`src/rtl/toy_cpu_param_if.sv`:
```
// Memory bus between toy_cpu_param and its asynchronous program/data memory.
// The CPU drives addr/data_out/we; the memory returns data_in combinationally from addr.
interface toy_cpu_param_if #(
    parameter int DATA_W = 8,
    parameter int ADDR_W = 4
);
    logic [ADDR_W-1:0] addr;
    logic [DATA_W-1:0] data_out;
    logic [DATA_W-1:0] data_in;
    logic              we;

    modport master (output addr, output data_out, output we, input data_in);
    modport slave  (input addr, input data_out, input we, output data_in);
endinterface

```
`src/rtl/toy_cpu_param.sv`:
```
// toy_cpu_param: parametrised accumulator CPU with a 2-cycle fetch/execute loop and a full-state scan chain.
// Define TOYCPU_CARRY_EN to add the carry flag (chain LSB) and the JC opcode (0xE).
module toy_cpu_param #(
    parameter int DATA_W = 8,
    parameter int ADDR_W = 4
) (
    input  logic            clk,
    input  logic            rst,
    input  logic            scan_en,
    input  logic            scan_in,
    output logic            scan_out,
    output logic            halted,
    toy_cpu_param_if.master mem
);
    typedef enum logic [1:0] {
        FETCH   = 2'b00,
        EXEC    = 2'b01,
        HALT    = 2'b10,
        ILLEGAL = 2'b11
    } state_t;

    localparam logic [3:0] OP_NOP = 4'h0, OP_LDA = 4'h1, OP_STA = 4'h2, OP_ADD = 4'h3;
    localparam logic [3:0] OP_SUB = 4'h4, OP_AND = 4'h5, OP_OR  = 4'h6, OP_XOR = 4'h7;
    localparam logic [3:0] OP_LDI = 4'h8, OP_JMP = 4'h9, OP_JZ  = 4'hA, OP_JNZ = 4'hB;
    localparam logic [3:0] OP_SHL = 4'hC, OP_SHR = 4'hD, OP_JC  = 4'hE, OP_HLT = 4'hF;

`ifdef TOYCPU_CARRY_EN
    localparam int CARRY_W = 1;
`else
    localparam int CARRY_W = 0;
`endif
    localparam int CHAIN_W = 2 + ADDR_W + 2*DATA_W + CARRY_W;

    state_t              state;
    logic [ADDR_W-1:0]   pc;
    logic [DATA_W-1:0]   ir;
    logic [DATA_W-1:0]   acc;
    logic [3:0]          op;
    logic [ADDR_W-1:0]   opnd;
    logic [DATA_W-1:0]   imm;
    logic [CHAIN_W-1:0]  chain;
    logic [CHAIN_W-1:0]  chain_shift;

    assign op   = ir[DATA_W-1 -: 4];
    assign opnd = ir[ADDR_W-1:0];
    assign imm  = {4'b0000, ir[DATA_W-5:0]};

`ifdef TOYCPU_CARRY_EN
    logic              c;
    logic [DATA_W:0]   add_full;
    logic [DATA_W:0]   sub_full;

    // The extra top bit of each result is carry-out / borrow respectively.
    assign add_full = {1'b0, acc} + {1'b0, mem.data_in};
    assign sub_full = {1'b0, acc} - {1'b0, mem.data_in};
    assign chain    = {state, pc, ir, acc, c};
`else
    assign chain    = {state, pc, ir, acc};
`endif

    assign chain_shift  = {chain[CHAIN_W-2:0], scan_in};
    assign scan_out     = chain[CHAIN_W-1];
    assign halted       = (state == HALT);
    assign mem.data_out = acc;
    // Scan freezes the bus: address parks on pc and writes are suppressed.
    assign mem.addr     = (!scan_en && state == EXEC) ? opnd : pc;
    assign mem.we       = !scan_en && (state == EXEC) && (op == OP_STA);

    always_ff @(posedge clk or posedge rst) begin
        if (rst) begin
            state <= FETCH;
            pc    <= '0;
            ir    <= '0;
            acc   <= '0;
`ifdef TOYCPU_CARRY_EN
            c     <= 1'b0;
`endif
        end else if (scan_en) begin
            state <= state_t'(chain_shift[CHAIN_W-1 -: 2]);
            pc    <= chain_shift[CHAIN_W-3 -: ADDR_W];
            ir    <= chain_shift[CHAIN_W-3-ADDR_W -: DATA_W];
            acc   <= chain_shift[CHAIN_W-3-ADDR_W-DATA_W -: DATA_W];
`ifdef TOYCPU_CARRY_EN
            c     <= chain_shift[0];
`endif
        end else begin
            case (state)
                FETCH: begin
                    ir    <= mem.data_in;
                    pc    <= pc + ADDR_W'(1);
                    state <= EXEC;
                end
                EXEC: begin
                    state <= FETCH;
                    case (op)
                        OP_LDA: acc <= mem.data_in;
`ifdef TOYCPU_CARRY_EN
                        OP_ADD: {c, acc} <= add_full;
                        OP_SUB: {c, acc} <= sub_full;
                        OP_SHL: begin c <= acc[DATA_W-1]; acc <= acc << 1; end
                        OP_SHR: begin c <= acc[0];        acc <= acc >> 1; end
                        OP_JC:  if (c) pc <= opnd;
`else
                        OP_ADD: acc <= acc + mem.data_in;
                        OP_SUB: acc <= acc - mem.data_in;
                        OP_SHL: acc <= acc << 1;
                        OP_SHR: acc <= acc >> 1;
`endif
                        OP_AND: acc <= acc & mem.data_in;
                        OP_OR:  acc <= acc | mem.data_in;
                        OP_XOR: acc <= acc ^ mem.data_in;
                        OP_LDI: acc <= imm;
                        OP_JMP: pc  <= opnd;
                        OP_JZ:  if (acc == '0) pc <= opnd;
                        OP_JNZ: if (acc != '0) pc <= opnd;
                        OP_HLT: state <= HALT;
                        default: ;
                    endcase
                end
                HALT:    state <= HALT;
                default: state <= FETCH;
            endcase
        end
    end
endmodule
```
`src/flat_wrapper.sv`:
```
// flat-port wrapper written by rule: the top's interface ports become plain ports
module toy_cpu_param_flat 
#(
    parameter int DATA_W = 8,
    parameter int ADDR_W = 4
)
  (clk, rst, scan_en, scan_in, scan_out, halted, mem_addr, mem_data_out, mem_we, mem_data_in);
  toy_cpu_param_if #(.DATA_W(DATA_W), .ADDR_W(ADDR_W)) mem_i ();
  input  logic clk;
  input  logic rst;
  input  logic scan_en;
  input  logic scan_in;
  output logic scan_out;
  output logic halted;
  output wire logic [$bits(mem_i.addr)-1:0] mem_addr;
  output wire logic [$bits(mem_i.data_out)-1:0] mem_data_out;
  output wire logic [$bits(mem_i.we)-1:0] mem_we;
  input wire logic [$bits(mem_i.data_in)-1:0] mem_data_in;
  assign mem_addr = mem_i.addr;
  assign mem_data_out = mem_i.data_out;
  assign mem_we = mem_i.we;
  assign mem_i.data_in = mem_data_in;
  toy_cpu_param #(.DATA_W(DATA_W), .ADDR_W(ADDR_W)) u_core (.clk(clk), .rst(rst), .scan_en(scan_en), .scan_in(scan_in), .scan_out(scan_out), .halted(halted), .mem(mem_i));
endmodule
```
`config.mk`:
```
export PLATFORM = sky130hd
export DESIGN_NAME = toy_cpu_param_flat
export DESIGN_NICKNAME = d
export VERILOG_FILES = /design/src/rtl/toy_cpu_param_if.sv /design/src/rtl/toy_cpu_param.sv /design/src/flat_wrapper.sv
export SDC_FILE = /design/constraint.sdc
export NUM_CORES = 1
export LEC_CHECK = 0
export ABC_AREA = 1
export BUFFER_PORTS_ARGS = -buffer_cell sky130_fd_sc_hd__buf_2
export CAP_MARGIN = 10
export CORE_ASPECT_RATIO = 1.4
export CORE_MARGIN = 3
export CORE_UTILIZATION = 55
export DETAILED_ROUTE_END_ITERATION = 6
export PLACE_DENSITY = 0.86
export SYNTH_ARGS = -nofsm -noshare
export SYNTH_HDL_FRONTEND = slang
export SYNTH_SLANG_ARGS = --single-unit
```
`constraint.sdc`:
```
create_clock -name clk -period 3.03 [get_ports clk]
set_input_delay 0.303 -clock clk [delete_from_list [all_inputs] [get_ports clk]]
set_output_delay 0.303 -clock clk [all_outputs]
set_load 0.05 [all_outputs]
```
# Word level (Yosys, flattened, before mapping)
# Index checks and enable logic that the tools add are counted.
dict set report word_totals {
  input_bits 12
  reg_bits 22
  output_inout_bits 15
  wordCells 55
}
dict set report op_classes {
  n_reduce_logical 12
  eq_ne 19
  n_addsub 3
  bitwise_logic 3
  muxes 14
}
# cell count
set ops {}
lappend ops {{one-hot mux 8 bit (9 select lines)} 1}
lappend ops {{two-way mux 8 bit} 4}
lappend ops {{== test 4 bit (second input constant)} 7}
lappend ops {{== test 4 x 3 -> 1 bit (second input constant)} 4}
lappend ops {{two-way mux 4 bit} 4}
lappend ops {{one-hot mux 4 bit (3 select lines)} 1}
lappend ops {{nonzero test 10 bit} 1}
lappend ops {{adder 8 bit} 1}
lappend ops {{bitwise AND 8 bit} 1}
lappend ops {{== test 4 x 2 -> 1 bit (second input constant)} 2}
lappend ops {{logical NOT 8 bit} 1}
lappend ops {{!= test 4 bit (second input constant)} 2}
lappend ops {{OR 8 bit} 1}
lappend ops {{one-hot mux 4 bit (2 select lines)} 1}
lappend ops {{nonzero test 8 bit} 1}
lappend ops {{subtractor 8 bit} 1}
lappend ops {{XOR 8 bit} 1}
lappend ops {{one-hot mux 2 bit (3 select lines)} 1}
lappend ops {{!= test 5 bit (second input constant)} 1}
lappend ops {{adder 4 x 1 -> 4 bit (second input constant)} 1}
lappend ops {{== test 4 x 1 -> 1 bit (second input constant)} 1}
lappend ops {{two-way mux 2 bit} 2}
lappend ops {{AND reduction 4 bit} 1}
lappend ops {{nonzero test 2 bit} 2}
lappend ops {{7 further kinds} 8}

# Longest topological paths before layout
# Gate-level depths: netlist of run 1.
dict set report depth {
  ltp_word 5
  depth_mapped 20
}

# Worst setup path before layout of run 1
# No wires, ideal clock.
dict set report synth_path {
  kind {register to output}
  start {register u_core.state[1]}
  end {output port mem_addr[0]}
  path_slack_ps 570
  path_stages_with_launch 5
  arrival_time_ps 2157
  path_buffers 0
  path_cell_list {dfrtp_1 nor2_1 inv_1 nor2_1 o21ai_0}
}
dict set report synth_between {
  elab_chain_len 3
}
# item line_no
set synth_rtl {}
lappend synth_rtl {{start: declaration} toy_cpu_param.sv:34} ;# state_t state;
lappend synth_rtl {{start signal: assignment} toy_cpu_param.sv:79} ;# state <= state_t'(chain_shift[CHAIN_W-1 -: 2]);
lappend synth_rtl {{== test 2 x 1 -> 1 bit} toy_cpu_param.sv:66} ;# assign mem.addr = (!scan_en && state == EXEC) ? opnd : pc;
lappend synth_rtl {{logical AND 1 bit} toy_cpu_param.sv:66}
lappend synth_rtl {{two-way mux 4 bit} toy_cpu_param.sv:66}
lappend synth_rtl {{end: declaration} flat_wrapper.sv:15} ;# output wire logic [$bits(mem_i.addr)-1:0] mem_addr;
# Every way passes these cells.

# Worst setup path after layout of run 1
dict set report layout_path {
  start {register u_core.ir[6]}
  end {register u_core.acc[5], in the netlist u_core.mem.data_out[5]}
}
dict set report layout_between {
  elab_chain_len 4
}
# item line_no
set layout_rtl {}
lappend layout_rtl {{start: declaration} toy_cpu_param.sv:36} ;# logic [DATA_W-1:0] ir;
lappend layout_rtl {{start signal: assignment} toy_cpu_param.sv:81} ;# ir <= chain_shift[CHAIN_W-3-ADDR_W -: DATA_W];
lappend layout_rtl {{start signal: assignment} toy_cpu_param.sv:89} ;# ir <= mem.data_in;
lappend layout_rtl {{== test 4 bit, or another cell as far along} toy_cpu_param.sv:95} ;# case (op)
lappend layout_rtl {{one-hot mux 8 bit (9 select lines)} toy_cpu_param.sv:95}
lappend layout_rtl {{two-way mux 8 bit} toy_cpu_param.sv:87} ;# case (state)
lappend layout_rtl {{two-way mux 8 bit} toy_cpu_param.sv:78} ;# end else if (scan_en) begin
lappend layout_rtl {{end signal: assignment} toy_cpu_param.sv:82} ;# acc <= chain_shift[CHAIN_W-3-ADDR_W-DATA_W -: DATA_W];
lappend layout_rtl {{end signal: assignment} toy_cpu_param.sv:96} ;# OP_LDA: acc <= mem.data_in;
lappend layout_rtl {{end signal: assignment} toy_cpu_param.sv:104} ;# OP_ADD: acc <= acc + mem.data_in;
lappend layout_rtl {{end: declaration} toy_cpu_param.sv:37} ;# logic [DATA_W-1:0] acc;
# Parallel ways exist; a longest one is shown, timed or not. The select of a mux whose other input is x is not followed.
# A chain may end at the register's enable or synchronous reset.

==> impl_metrics.csv, run 1 <==
group,metric,value,unit
place,io_buffers,26,
synthesis,synth-edff-count,0,
synthesis,avgSynthCellArea,6.87,µm²
detailed_routing,drt-initial-drc-count,196,
sta,setup_viol,0,
layout,finalInstanceArea,2660,µm²
sta,maxSlewViolCount,0,
floorplan,io_pins,27,
synthesis,ys_top_cells_by_area,"dfrtp_1, ha_1, nand2_1",
status,outcome,"finished clean",
clock_tree,cts_sinks,22,
sta,finalClockSkew,1.77,ps
detailed_routing,wirelength,6760,µm
power_and_ir_drop,leakagePower,1.39,nW
floorplan,die_x,62.1,µm
synthesis,yosysMostFrequentCell,"nand2_1",
sta,rsz0062_at_grt,"false",
sta,finalHoldViolCount,0,
floorplan,rows,27,
layout,drive_gt1_share,14.4,%
sta,tightest_slew,928,ps
synthesis,synthCells,353,
power_and_ir_drop,finalPower,0.00269,W
global_routing,grt_pass1_vias,2543,
detailed_routing,drt-pass1-iter-count,7,
sta,tns,0,ps
setup_path,cp.arrival,2680,ps
clock_tree,clock_tree.root_cell,"clkbuf_8",
setup_path,end_kind,"register",
clock_tree,clk_pin_slew_worst_paths,90,ps
global_routing,overflow,0,
layout,n_antenna_cell,0,
power_and_ir_drop,pwr_density_cell,1010,nW/µm²
clock_tree,cts_buffers,3,
global_routing,grt_max_degree,27,
clock_tree,cts_tree,"built",
synthesis,yosys.area.top_type_share,22.7,%
synthesis,ys_types,41,
setup_path,critPathLaunchType,"register",
layout,fin_nets,420,
global_routing,antenna_found_initial,0,
clock_tree,cts_resized,0,
detailed_routing,drc,0,
sta,holdWs,224,ps
min_path,hp-class,"input port to asynchronous set/reset pin",
detailed_routing,vias,2608,
clock_tree,cts_buffer_depth,2,
detailed_routing,post_drt_via_cell_ratio,5.94,
synthesis,yosysWarnings,0,
sta,max_freq,398,MHz
sta,period_minus_slack,2510,ps
place,hpwl,5130,µm
sta,max-slew-margin-rel,38.1,%
clock_tree,post_cts_buffers,0,
global_routing,grt_use_total,26.7,%
clock_tree,htree_levels,1,
synthesis,synth_ff_type,"dfrtp_1",
synthesis,seq_area_frac_synth,22.7,%
synthesis,yosysTopAreaCell,"dfrtp_1",
setup_path,crit_type,"register to register",
detailed_routing,wl_per_cell,15.4,µm
synthesis,synth_area,2420,µm²
synthesis,synth_common_cells,"nand2_1, inv_1, ha_1, o21ai_0",
setup_path,worst_ep_required_time,3200,ps
power_and_ir_drop,vdd_ir_drop_max,0.598,mV
layout,seq_area,551,µm²
synthesis,ys_ff_latch,22,
floorplan,design.die.area,5250,µm²
global_routing,grt_pass1_wl,11500,µm
place,gp_congestion,0.983,
layout,area_growth,9.91,%
floorplan,core-area,4090,µm²
synthesis,async_flop_share,100,%
flow_run,drv_cap,0,
layout,multi_input_area,1620,µm²
detailed_routing,final_antenna_net_count,0,
floorplan,initial_core_util,59.3,%
synthesis,syn_nets,391,
place,place_area,2610,µm²
floorplan,die_y,84.5,µm
clock_tree,cts_hold_buffers,0,
layout,nFillCells,383,
clock_tree,insertion_delay,270,ps
sta,timing.final.crit_share,82.9,%
setup_path,critPathMaxFanout,9,
==> logic make-up after synthesis <==
group	synth area share, %
AOI/OAI and AO/OA	21.4
xor gates and xnor gates	3.25
adders and majority gates	13.7
buffers and inverters	10.3
DFF	22.7
and+or+nand+nor	28.6
==> area by class of cell <==
cell class / instances / area share, %
multi-input cells: 271 / 61.0
clock buffers: 4 / 2.07
well taps: 58 / 2.72
flip-flops and latches: 22 / 20.7
inverters: 55 / 7.84
repair buffers: 29 / 5.73
==> metrics by stage <==
stage               util (%)  cells  worst slack, ps
floorplan                  -    353              570
global placement        63.8    435              463
detailed placement      63.8    435              397
CTS                     65.2    439              538
global route            65.2    439              238
finish                  65.2    439              518
==> registers in the layout (all words and copies together), names as in the netlist <==
name	cells
u_core.mem.data_out	8
u_core.state	2
u_core.pc	4
u_core.ir	8
==> worst max-delay path: stages, from the launching register on <==
cell and delay (ps):
dfrtp_1 500, inv_4 90, nor2_4 140, nand2_4 110, o21ai_0 310, inv_1 80
ha_1 270, nand3_1 80, nand2_1 100, nand2_1 70, nand3_1 80, or2_2 280
nand3_1 70, nand4_1 80, nand2_1 90, nand2_1 50
==> power breakdown <==
group | leakage (nW) | internal, W | switching (W)
Combinational | 1.09 | 0.000587 | 0.00128
Clock | 0.0288 | 0.000116 | 0.000105
Sequential | 0.272 | 0.000418 | 0.000178
Total | 1.39 | 0.00112 | 0.00157
==> cells in the final DEF, fill, tap and decap left out, types with 6 or more instances in the layout <==
cell type / Yosys / layout
dfrtp_1: 22 / 22
inv_1: 52 / 52
a22oi_1: 6 / 6
o21ai_1: 7 / 7
nand3_1: 21 / 21
o221ai_1: 6 / 6
o21ai_0: 25 / 25
ha_1: 25 / 25
buf_2: 0 / 26
nand2_1: 80 / 80
a21oi_1: 20 / 20
nor2_1: 22 / 22
nor3_1: 8 / 8
xor2_1: 7 / 7
==> final timing paths <==
kind	to	cells past startpoint	from	slack, ps
setup / recovery	u_core.mem.data_out[5]	15	u_core.ir[6]	520
hold / removal	u_core.pc[0]	2	rst	220
setup reg to reg	u_core.mem.data_out[5]	15	u_core.ir[6]	520
hold reg to reg	u_core.mem.data_out[0]	2	u_core.mem.data_out[0]	550
max in group asynchronous	u_core.ir[6]	2	rst	2240
min in group clk	u_core.ir[1]	3	mem_data_in[1]	300
==> layer usage <==
| metal | GRT usage, % | vias up | share of wire [%] |
|---|---|---|---|
| met5 | 0 | - | 0 |
| met4 | 15.1 | 0 | 4.3 |
| met3 | 3.35 | 32 | 7.6 |
| met2 | 47.3 | 148 | 50 |
| met1 | 30.7 | 1181 | 39 |
| li1 | - | 1247 | - |
Power figures use the tool's default switching activity.
==> run 2: changes to the inputs <==
- clock period: 3.03 -> 2.33 ns (I/O delays scaled with it)
==> impl_metrics.csv, run 2 (synthesis gave the netlist of run 1 again) <==
group,metric,value,unit
status,outcome,"finished with violations",
status,violations,"setup timing",
clock_tree,insertion_delay,270,ps
sta,timing.final.crit_share,101,%
clock_tree,cts_buffer_depth,2,
setup_path,reg2reg_slack,-30,ps
sta,max-slew-margin-rel,29.4,%
setup_path,slowest_delay,390,ps
detailed_routing,drc,0,
floorplan,design.die.area,5250,µm²
layout,mostFrequentLayoutCell,"nand2_1",
floorplan,die_x,62.1,µm
detailed_routing,drt-initial-drc-count,208,
clock_tree,htree_levels,1,
layout,layout_common_cells,"nand2_1, inv_1, buf_4",
floorplan,die_y,84.5,µm
setup_path,crit_type,"register to register",
floorplan,initial_core_util,59.3,%
sta,holdWs,146,ps
global_routing,overflow,0,
sta,tightest_slew,1050,ps
floorplan,rows,27,
detailed_routing,drt-pass1-iter-count,5,
power_and_ir_drop,leakagePower,1.52,nW
setup_path,cpMostUsedCell,"nand2_1",
sta,setup_viol,1,
clock_tree,cts_tree,"built",
sta,finalHoldViolCount,0,
layout,n_antenna_cell,0,
place,io_buffers,26,
setup_path,end_kind,"register",
setup_path,reg2reg_to,"u_core.mem.data_out[5]",
clock_tree,clock_tree.root_cell,"clkbuf_8",
setup_path,critPathMaxFanout,4,
global_routing,antenna_found_initial,0,
layout,fin_nets,444,
min_path,hp-class,"input port to asynchronous set/reset pin",
flow_run,drv_cap,0,
sta,rsz0062_at_grt,"true",
layout,area_growth,20.5,%
setup_path,r2r_start,"u_core.ir[6]",
sta,max_freq,424,MHz
setup_path,path_cells,"inv_4, nor2_4, a21oi_2, xor2_1, ha_1, a21oi_2, nand2_2, nand2_1, nand3_1, or2_2, nand3_1, nand4_1, nand2_1, nand2_1",
clock_tree,clk_pin_slew_worst_paths,90,ps
floorplan,io_pins,27,
clock_tree,cts_sinks,22,
detailed_routing,final_antenna_net_count,0,
place,gp_congestion,0.980,
global_routing,grt_pass1_wl,12400,µm
detailed_routing,post_drt_via_cell_ratio,5.94,
layout,drive_gt1_share,23.7,%
sta,fin_ws,-31.1,ps
clock_tree,cts_buffers,3,
detailed_routing,wirelength,7340,µm
global_routing,grt_pass1_vias,2767,
layout,nFillCells,323,
global_routing,grt_use_total,28.7,%
setup_path,cp_slowest_cell,"dfrtp_1",
power_and_ir_drop,pwr_density_cell,1340,nW/µm²
setup_path,endpoint,"u_core.mem.data_out[5]",
floorplan,core-area,4090,µm²
sta,finalClockSkew,5.96,ps
setup_path,critPathLaunchType,"register",
setup_path,r2r_cells,14,
sta,tns,-31.1,ps
setup_path,cp.arrival,2530,ps
detailed_routing,wl_per_cell,15.9,µm
clock_tree,cts_hold_buffers,0,
sta,maxSlewViolCount,0,
sta,period_minus_slack,2360,ps
global_routing,grt_max_degree,23,
setup_path,worst_ep_required_time,2500,ps
power_and_ir_drop,vdd_ir_drop_max,1.06,mV
detailed_routing,vias,2750,
setup_path,crit_start,"u_core.ir[6]",
place,hpwl,5350,µm
[run 2: timing repair]
action,in CTS,in global routing
setup endpoints to repair,1,7
pin swaps,0,8
setup buffers,0,5
gates resized for setup,1,19
[run 2: layout make-up]
cell class	count	area, µm²	share of cell area, %
multi-input cells	271	1690	57.7
well taps	58	72.6	2.48
flip-flops and latches	22	551	18.8
clock buffers	3	41.3	1.41
repair buffers	53	333	11.4
clock inverters	1	30.0	1.03
inverters	55	209	7.15
[run 2: worst min path at each step]
stage | from | slack, ps | endpoint | cells after the start
floorplan | rst | 220 | u_core.ir[0] | 1
global placement | rst | 470 | u_core.pc[0] | 2
detailed placement | rst | 480 | u_core.pc[1] | 2
CTS | rst | 180 | u_core.pc[1] | 2
global route | rst | 230 | u_core.pc[1] | 2
finish | rst | 150 | u_core.ir[0] | 2
[run 2: worst max-delay path: cells and delay by family (launching register included)]
family,cells,cell delay (ps)
AND/OR/NAND/NOR,9,1010
flip-flops,1,390
adder cells (fa/ha/maj),1,360
AO/OA/AOI/OAI,2,270
XOR/XNOR,1,190
buffers and inverters,1,50
[run 2: layer usage]
layer / up-vias / GRT usage, % / part of all wire (%) / wire [µm]
met4: 0 / 17.9 / 5.0 / 364
met3: 40 / 6.29 / 7.3 / 539
met1: 1262 / 31.1 / 38 / 2780
li1: 1303 / - / - / -
met2: 145 / 50.6 / 50 / 3660
met5: - / 0 / 0 / 0
[run 2: metrics by stage]
| step | worst slack [ps] | util (%) | area [µm²] | std cells | total power, W |
|---|---|---|---|---|---|
| 6_report | -31.1 | 71.5 | 2920 | 463 | 0.00392 |
| 5_1_grt | -162 | 71.5 | 2920 | 463 | 0.00425 |
| 4_1_cts | 2.59 | 69.1 | 2830 | 458 | 0.00366 |
| 3_5_place_dp | -101 | 67.4 | 2750 | 454 | 0.00327 |
| 3_3_place_gp | -56.8 | 67.4 | 2750 | 454 | 0.00320 |
| 2_1_floorplan | -60.4 | - | 2430 | 353 | 0.00260 |
[run 2: report_power, final]
part           total, W  switching (W)  internal [W]
sequential     0.000763       0.000219      0.000544
clock          0.000375       0.000145      0.000230
combinational   0.00278        0.00181      0.000965
==> run 3: changes to the inputs <==
- MAX_ROUTING_LAYER: unset -> met4
==> impl_metrics.csv, run 3 (synthesis gave the netlist of run 1 again) <==
group,metric,value,unit
power_and_ir_drop,swShare,55.1,%
global_routing,grt_use_total,28.3,%
layout,finalInstanceArea,2910,µm²
layout,drive_gt1_share,22.5,%
min_path,hp-class,"input port to asynchronous set/reset pin",
floorplan,die_x,62.1,µm
setup_path,reg2reg_to,"u_core.mem.data_out[2]",
global_routing,overflow,0,
place,place_worst_setup_slack,-156,ps
status,outcome,"finished with violations",
sta,max_freq,428,MHz
clock_tree,cts_tree,"built",
floorplan,design.die.area,5250,µm²
detailed_routing,drt-pass1-iter-count,5,
clock_tree,clock_tree.root_cell,"clkbuf_8",
sta,rsz0062_at_grt,"true",
floorplan,core-area,4090,µm²
status,violations,"setup timing",
setup_path,path_buf_inv,1,
power_and_ir_drop,power.internal,0.00174,W
detailed_routing,final_antenna_net_count,0,
layout,mostFrequentLayoutCell,"nand2_1",
detailed_routing,drc,0,
setup_path,cp_slowest_cell,"dfrtp_1",
layout,fin_nets,444,
place,gp_congestion,1.01,
power_and_ir_drop,leakagePower,1.52,nW
global_routing,grt_max_degree,23,
setup_path,reg2reg_slack,-9,ps
detailed_routing,post_drt_via_cell_ratio,5.85,
sta,timing.final.crit_share,100,%
sta,finalHoldViolCount,0,
setup_path,cpMostUsedCell,"nand2_1",
global_routing,grt_pass1_wl,11900,µm
power_and_ir_drop,pwr_density_cell,1330,nW/µm²
floorplan,initial_core_util,59.3,%
setup_path,worst_ep_required_time,2500,ps
clock_tree,cts_sinks,22,
sta,max-slew-margin-rel,32.0,%
layout,nFillCells,338,
power_and_ir_drop,p_comb_share,70.7,%
flow_run,drv_cap,0,
clock_tree,insertion_delay,280,ps
clock_tree,clk_pin_slew_worst_paths,100,ps
setup_path,critPathLaunchType,"register",
layout,stdcell_count,463,
sta,maxSlewViolCount,0,
place,place_area,2750,µm²
floorplan,io_pins,27,
place,hpwl,5350,µm
global_routing,antenna_found_initial,0,
setup_path,r2r_start,"u_core.ir[5]",
detailed_routing,drt-initial-drc-count,229,
layout,multi_input_area,1670,µm²
power_and_ir_drop,vdd_ir_drop_max,0.789,mV
setup_path,end_kind,"register",
detailed_routing,vias,2708,
power_and_ir_drop,p_switching,0.00214,W
setup_path,critPathMaxFanout,4,
floorplan,rows,27,
setup_path,path_cells,"nor2_4, a21oi_1, xor2_1, ha_1, buf_4, or2_2, nand3_1, o211ai_1, nor3_1, nand2_1, nand2_1, o21ai_1",
setup_path,crit_type,"register to register",
layout,area_growth,20.0,%
setup_path,slowest_delay,440,ps
sta,setup_viol,1,
sta,finalClockSkew,10.8,ps
global_routing,grt_pass1_vias,2659,
clock_tree,htree_levels,1,
setup_path,cp.arrival,2510,ps
place,dp.cells,454,
clock_tree,cts_buffers,3,
setup_path,crit_family,"simple AND/OR/NAND/NOR gates",
detailed_routing,wl_per_cell,15.2,µm
sta,tightest_slew,1010,ps
place,io_buffers,26,
layout,finalCoreUtilization,71.1,%
clock_tree,cts_buffer_depth,2,
setup_path,r2r_cells,12,
detailed_routing,wirelength,7050,µm
power_and_ir_drop,p_clk_share,9.7,%
sta,holdWs,129,ps
sta,period_minus_slack,2340,ps
floorplan,die_y,84.5,µm
power_and_ir_drop,power.share.sequential,19.6,%
layout,seq_area,551,µm²
layout,n_antenna_cell,0,
layout,layout_common_cells,"nand2_1, inv_1, buf_4",
sta,fin_ws,-8.64,ps
## run 3: timing repair
| item | in CTS | in global routing |
|---|---|---|
| buffers inserted | 0 | 5 |
| hold buffers | 0 | 0 |
| setup endpoints to repair | 4 | 10 |
| gates resized for setup | 1 | 13 |
| pin swaps | 1 | 10 |
## run 3: power by group through the flow
stage | registers, W | logic [W] | clock network, W
final | 0.000760 | 0.00274 | 0.000376
after global routing | 0.000787 | 0.00303 | 0.000393
after CTS | 0.000750 | 0.00255 | 0.000370
after detailed placement | 0.000753 | 0.00252 | 0
after global placement | 0.000746 | 0.00246 | 0
after floorplan | 0.000979 | 0.00162 | 0
## run 3: worst max-delay path by stage
stage	from	endpoint	slack, ps	depth (start not counted)
floorplan	u_core.state[1]	mem_addr[0]	-60	4
global placement	mem_data_in[0]	u_core.mem.data_out[7]	-50	20
detailed placement	mem_data_in[0]	u_core.mem.data_out[7]	-160	20
CTS	u_core.ir[7]	u_core.mem.data_out[6]	0.5	16
global route	u_core.ir[5]	u_core.mem.data_out[5]	-110	14
finish	u_core.ir[5]	u_core.mem.data_out[2]	-9	12
## run 3: per-layer routing
metal / vias to the layer above / GRT usage [%] / routed length, µm / part of all wire, %
met3: 39 / 4.28 / 498 / 7.1
li1: 1299 / - / - / -
met1: 1221 / 31.2 / 2660 / 38
met2: 149 / 48.6 / 3540 / 50
met5: - / - / 0 / 0
met4: 0 / 15.7 / 353 / 5.0
## run 3: metrics by stage
stage               setup TNS (ps)  power, W
finish                       -8.64   0.00387
global route                  -444   0.00421
CTS                              0   0.00367
detailed placement            -250   0.00328
global placement             -57.5   0.00320
floorplan                     -241   0.00260
## run 3: worst reg2reg max path: cells and delay by family, from the launching register on
| kind | cells | cell delay [ps] |
|---|---|---|
| AND/OR/NAND/NOR | 6 | 880 |
| flip-flops | 1 | 440 |
| adder cells (fa/ha/maj) | 1 | 320 |
| AO/OA/AOI/OAI | 3 | 270 |
| XOR/XNOR | 1 | 170 |
| buffers and inverters | 1 | 150 |
## run 3: final cells by class
| cell class | instances | share of cell area [%] |
|---|---|---|
| flip-flops and latches | 22 | 18.9 |
| inverters | 55 | 7.19 |
| multi-input cells | 271 | 57.5 |
| repair buffers | 53 | 11.4 |
| clock inverters | 1 | 1.03 |
| clock buffers | 3 | 1.42 |
| well taps | 58 | 2.50 |
